<file path="src/rtl/fifo_stream_pkg.sv">
// Shared types and helpers for the drop_out_fifo reader: FSM states, skid depth and the
// width rule for the burst position counter.
package fifo_stream_pkg;

   typedef enum logic [1:0] {
      IDLE  = 2'd0,
      RUN   = 2'd1,
      DRAIN = 2'd2
   } state_t;

   localparam int SKID_DEPTH = 2;

   // A one-word burst still needs a one-bit counter so the compare logic stays uniform.
   function automatic int burst_cnt_width(input int burst_len);
      return (burst_len <= 1) ? 1 : $clog2(burst_len);
   endfunction

endpackage

</file>
<file path="src/rtl/fifo_stream_reader_skid.sv">
// Two-entry registered skid buffer. Slot0 is always the head, so the output word comes
// straight from a register and stays put while the consumer stalls.
module stream_skid_buf
   import fifo_stream_pkg::*;
#(
   parameter int DWIDTH = 8
) (
   input  logic              clk,
   input  logic              rst,
   input  logic              push,
   input  logic [DWIDTH-1:0] push_data,
   input  logic              pop,
   output logic [1:0]        occ,
   output logic [DWIDTH-1:0] head_data
);

   localparam logic [1:0] FULL = 2'(SKID_DEPTH);

   logic [DWIDTH-1:0] slot0;
   logic [DWIDTH-1:0] slot1;
   logic              push_ok;
   logic              pop_ok;

   assign pop_ok    = pop && (occ != 2'd0);
   assign push_ok   = push && ((occ != FULL) || pop_ok);
   assign head_data = slot0;

   // A simultaneous push and pop keeps the occupancy and shifts the queue by one slot.
   always_ff @(posedge clk) begin
      if (rst) begin
         occ   <= 2'd0;
         slot0 <= '0;
         slot1 <= '0;
      end else begin
         case ({push_ok, pop_ok})
            2'b10: begin
               if (occ == 2'd0) begin
                  slot0 <= push_data;
               end else begin
                  slot1 <= push_data;
               end
               occ <= occ + 2'd1;
            end
            2'b01: begin
               slot0 <= slot1;
               occ   <= occ - 2'd1;
            end
            2'b11: begin
               if (occ == FULL) begin
                  slot0 <= slot1;
                  slot1 <= push_data;
               end else begin
                  slot0 <= push_data;
               end
            end
            default: begin
            end
         endcase
      end
   end

endmodule

</file>
<file path="src/rtl/fifo_stream_reader.sv">
// Reader-side controller for drop_out_fifo: pops words, absorbs the registered read latency
// in a skid buffer and presents them as a burst-framed valid/ready stream.
module fifo_stream_reader
   import fifo_stream_pkg::*;
#(
   parameter int DWIDTH    = 8,
   parameter int BURST_LEN = 4,
   parameter int CWIDTH    = 16
) (
   input  logic              clk,
   input  logic              rst,
   input  logic              en,
   input  logic              fifo_empty_flg,
   input  logic [DWIDTH-1:0] fifo_rdata,
   output logic              fifo_read_en,
   output logic              out_valid,
   input  logic              out_ready,
   output logic [DWIDTH-1:0] out_data,
   output logic              out_last,
   output logic              busy,
   output logic [CWIDTH-1:0] word_cnt
);

   localparam int             BCW      = burst_cnt_width(BURST_LEN);
   localparam logic [BCW-1:0] LAST_CNT = BCW'(BURST_LEN - 1);

   state_t            state;
   state_t            state_nxt;
   logic              inflight;
   logic              take;
   logic              pending;
   logic [1:0]        occ;
   logic [1:0]        pend_after_take;
   logic [DWIDTH-1:0] head_data;
   logic [BCW-1:0]    burst_cnt;

   stream_skid_buf #(
      .DWIDTH(DWIDTH)
   ) u_skid (
      .clk      (clk),
      .rst      (rst),
      .push     (inflight),
      .push_data(fifo_rdata),
      .pop      (take),
      .occ      (occ),
      .head_data(head_data)
   );

   assign out_valid = (occ != 2'd0);
   assign out_data  = head_data;
   assign out_last  = out_valid && (burst_cnt == LAST_CNT);
   assign take      = out_valid && out_ready;
   assign busy      = (state != IDLE);
   assign pending   = (occ != 2'd0) || inflight;

   // Buffered plus in-flight words, less the one leaving this cycle, must leave room for
   // the word a new read would return next cycle.
   assign pend_after_take = occ + {1'b0, inflight} - {1'b0, take};
   assign fifo_read_en    = !rst && (state == RUN) && !fifo_empty_flg
                            && (pend_after_take < 2'd2);

   // Next-state logic; DRAIN lets already-popped words leave before going IDLE.
   always_comb begin
      state_nxt = state;
      case (state)
         IDLE: begin
            if (en) begin
               state_nxt = RUN;
            end
         end
         RUN: begin
            if (!en) begin
               state_nxt = pending ? DRAIN : IDLE;
            end
         end
         DRAIN: begin
            if (en) begin
               state_nxt = RUN;
            end else if (!pending) begin
               state_nxt = IDLE;
            end
         end
         default: begin
            state_nxt = IDLE;
         end
      endcase
   end

   // Clearing inflight on reset drops the word the FIFO returns right after reset.
   always_ff @(posedge clk) begin
      if (rst) begin
         state    <= IDLE;
         inflight <= 1'b0;
      end else begin
         state    <= state_nxt;
         inflight <= fifo_read_en;
      end
   end

   // Burst position survives en toggling; only reset realigns the framing.
   always_ff @(posedge clk) begin
      if (rst) begin
         burst_cnt <= '0;
      end else if (take) begin
         if (burst_cnt == LAST_CNT) begin
            burst_cnt <= '0;
         end else begin
            burst_cnt <= burst_cnt + 1'b1;
         end
      end
   end

   always_ff @(posedge clk) begin
      if (rst) begin
         word_cnt <= '0;
      end else if (take && (word_cnt != '1)) begin
         word_cnt <= word_cnt + 1'b1;
      end
   end

endmodule
</file>
<file path="config.mk">
export PLATFORM = sky130hd
export DESIGN_NAME = fifo_stream_reader
export DESIGN_NICKNAME = d
export VERILOG_FILES = /design/src/rtl/fifo_stream_pkg.sv /design/src/rtl/fifo_stream_reader_skid.sv /design/src/rtl/fifo_stream_reader.sv
export SDC_FILE = /design/constraint.sdc
export NUM_CORES = 1
export LEC_CHECK = 0
export BUFFER_PORTS_ARGS = -buffer_cell sky130_fd_sc_hd__buf_2
export CAP_MARGIN = 10
export CORE_MARGIN = 5
export CORE_UTILIZATION = 47
export CTS_BUF_LIST = sky130_fd_sc_hd__clkbuf_8 sky130_fd_sc_hd__clkbuf_16
export DETAILED_ROUTE_END_ITERATION = 10
export PLACE_DENSITY = 0.71
export SLEW_MARGIN = 10
export SYNTH_ARGS = -nofsm -noshare
export SYNTH_HDL_FRONTEND = slang
export SYNTH_HIERARCHICAL = 1
export SYNTH_SLANG_ARGS = --single-unit
</file>
<file path="constraint.sdc">
create_clock -name clk -period 1.95 [get_ports clk]
set_input_delay 0.39 -clock clk [delete_from_list [all_inputs] [get_ports clk]]
set_output_delay 0.39 -clock clk [all_outputs]
set_load 0.02 [all_outputs]
</file>
==> metrics.txt <==
Final period util=106.9%; Die Area=~5800 µm²; vias in the first global route=1741; Switching Power=between 0.3 and 0.4 mW; EDFF count, synth=0; Die Wd=between 70 and 80 µm; total gr overflow=0; #FFs+latches synth=39; Crit Path Class=flip-flop to primary output; hold_buf cts=0; multiplexer share of the synthesized area=6.062%; Yosys warning total=6; hpwl dp=approximately 3200 µm; Top delay family on crit path=flip-flops; clock skew=between 9 and 10 ps; core area=4294 µm²; GR Util All Layers=16.67%; synth unique cells=50; Final WS setup=-135.2 ps; Fillers=approximately 380; ys flop type=dfxtp_1; Final Hold Fails=0; Slew Viols, Final=0; CP arrival=between 1500 and 2000 ps; via/cell ratio=5.582; Layout area overhead=28.23%; GP Congestion=~0.8; peak supply drop=about 0.30 mV; max-cap viol count=0; RSZ-0062 raised after global routing=yes; Post-Syn Area=2043 µm²; Slew headroom=between 70% and 80%; logic gate share of total power=roughly 8.1%; fmax=approximately 480 MHz; worst skew pair latency=roughly 290 ps; Synth Area per Inst=between 8 and 9 µm²; post-synthesis simple-gate area fraction=28.05%; nature of the critical path endpoint=primary output; Area after DPL=2355 µm²; Hold/Removal Path Class=primary input to flip-flop; Register Area=a little under 800 µm²; Post-layout nets=300; H-tree Lvls=2; Port Buffers=40; CTS tree=done; clock power share=45.7%; antenna violation net count after detailed routing=0; CTS clock-pin slew for the worst setup and hold paths=approximately 80 ps; Synth Area in Compound Gates=between 10% and 20%; slowest stage delay, CP=about 340 ps; WL per Instance=about 14 µm; Die H=roughly 76 µm; # clock sinks=39; Row Count=24; peak fanout along the critical path=2; post-route cell area=roughly 2600 µm²; DRC=0; crit-path cells=o21ai_2 -> inv_2 -> ha_4 -> nor2b_2 -> xnor2_2 -> nor4_4 -> buf_4; Final setup viols=1; CTS buffer count=5; register area share after synthesis=around two fifths; I/O pin count=41; Pre-antenna DRT Iters=5; Pleak=between 0.9 and 1 nW; Root Buffer Master=clkbuf_8; syn nets=roughly 250; pin count of the biggest net entering global routing=51; Multi-input gate area=1226 µm²; WL final=approximately 4800 µm; final core utilization=between 60% and 70%; largest family of logic cells by synthesized area=simple AND/OR/NAND/NOR gates; violated checks=negative setup slack; Synth Area in XOR/XNOR=1.286%; Initial Util=around 48%; initial antenna violation count=0; CP Data Required Time=between 1500 and 2000 ps; sequential power share=roughly 46%; share of cells above drive strength 1=a little over a third; Power Density=~670 nW/µm²; r2r setup slk=about 70 ps; Synth Area in Adders=between 1.5 and 2%; Final Hold Slack=approximately 300 ps; first-pass GRT wire length=8148 µm; Final min period=approximately 2100 ps; status=finished, violations left; Switching Share=between 20% and 30%; Slew @ Worst Pin=roughly 350 ps; cell count after synthesis=around 230; startpoint types=flip-flop; crit path buf inv count=2; ANT cells=0; Iteration-0 DRC Markers=138; CP max stage cell=dfxtp_2; Async S/R FF share, synth=0%; Int Pwr=approximately 1.4 mW; vias=between 1500 and 2000; maximum clock path buffer count=2
[what timing repair did]
| action | CTS | global route |
|---|---|---|
| resized for setup | 9 | 13 |
| pin swaps | 2 | 4 |
| endpoints found under the setup margin | 1 | 25 |
| buffers inserted | 6 | 0 |
[state kept, by name, summed over array words and instances, names as in the netlist]
signal / cells
u_skid/occ: 2
burst_cnt: 2
state: 2
inflight: 1
u_skid/head_data: 8
word_cnt: 16
u_skid/slot1: 8
[cells by family (layout without fill, tap and decap cells)]
kind of cell	after synthesis	in the layout
AO/OA/AOI/OAI	54	54
adder cells (fa/ha/maj)	3	3
multiplexers	12	12
AND/OR/NAND/NOR	97	97
buffers and inverters	23	77
XOR/XNOR	3	3
flip-flops	39	39
[metrics by stage]
| stage | power, mW | std cells | TNS, ps | setup WS (ps) |
|---|---|---|---|---|
| final | 1.762 | 337 | -135.2 | -135.2 |
| after global routing | 1.828 | 337 | -232.3 | -208.5 |
| after CTS | 1.773 | 338 | -232.4 | -198.6 |
| after detailed placement | 0.9613 | 324 | -32.66 | -18.35 |
| after global placement | 0.9589 | 324 | 0 | 11.60 |
| after floorplan | 0.9133 | 231 | -105.9 | -105.9 |
[power by group through the flow]
stage / combinational (mW) / sequential (mW) / clock, mW
detailed placement: 0.129 / 0.832 / 0
finish: 0.142 / 0.814 / 0.806
global placement: 0.127 / 0.832 / 0
CTS: 0.137 / 0.814 / 0.823
global route: 0.156 / 0.815 / 0.857
floorplan: 0.0726 / 0.841 / 0
[placed cells by master, fill, tap and decap left out, types with 4 or more instances in the layout]
master     n
o21ai_0   11
dfxtp_2    4
dfxtp_1   35
a211oi_1   4
o31ai_1    5
buf_2     39
a21oi_1   14
mux2i_1    9
nand3_1    5
a311oi_1   6
buf_4     20
inv_1      7
nand2b_1  18
nand2_1    7
clkbuf_8   5
nor2_1    12
nor3_1    14
or4_1      5
nand3b_1  10
[worst reg2reg max path, cell delays in order (launching register included)]
cell     delay, ps
dfxtp_1        380
o21ai_2         80
inv_2           70
buf_4          100
buf_4           90
buf_4           90
buf_4          170
nand3_2        190
nor3_1         250
mux2_2         350
[final timing paths]
check | start | end | depth (start not counted)
setup reg to reg | u_skid/occ[1] | word_cnt[10] | 9
hold reg to reg | burst_cnt[1] | burst_cnt[1] | 2
setup / recovery | u_skid/occ[0] | fifo_read_en | 7
hold / removal | fifo_empty_flg | inflight | 2
[cell usage after synthesis, types with 3 or more instances]
cell | n | share of area, %
mux2i_1 | 9 | 4.4
nor3_1 | 15 | 3.7
inv_1 | 8 | 1.5
buf_6 | 3 | 1.7
nand3b_1 | 10 | 3.7
nor2b_1 | 4 | 1.2
a211oi_1 | 4 | 1.5
o21ai_0 | 11 | 2.7
nor4_1 | 4 | 1.2
clkbuf_1 | 6 | 1.1
ha_1 | 3 | 1.8
o31ai_1 | 5 | 1.8
nand3_1 | 6 | 1.5
a21oi_1 | 14 | 3.4
nor2_1 | 12 | 2.2
mux2_2 | 3 | 1.7
nand2b_1 | 18 | 5.5
nand2_1 | 7 | 1.3
or4_1 | 6 | 2.2
dfxtp_1 | 39 | 38
nand4_1 | 3 | 0.92
or2_2 | 3 | 0.92
a311oi_1 | 7 | 3.0
[area by class of cell]
cell class / instances / area share [%]
Inverter: 8 / 1.146
Multi-Input combinational cell: 169 / 46.80
Clock buffer: 5 / 2.627
Clock inverter: 3 / 2.579
Timing Repair Buffer: 61 / 14.37
Sequential cell: 39 / 29.99
Tap cell: 52 / 2.483
[routing by layer]
layer  vias up  wire length, µm  GRT usage (%)  share of wire [%]
met2        27             2297          26.37                 48
met3         7              171          4.147                3.6
met5         -                0              0                  0
met4         0               66          5.872                1.4
met1       888             2272          21.90                 47
li1        959                -              -                  -
No activity file was read; power rests on OpenSTA's default activity.
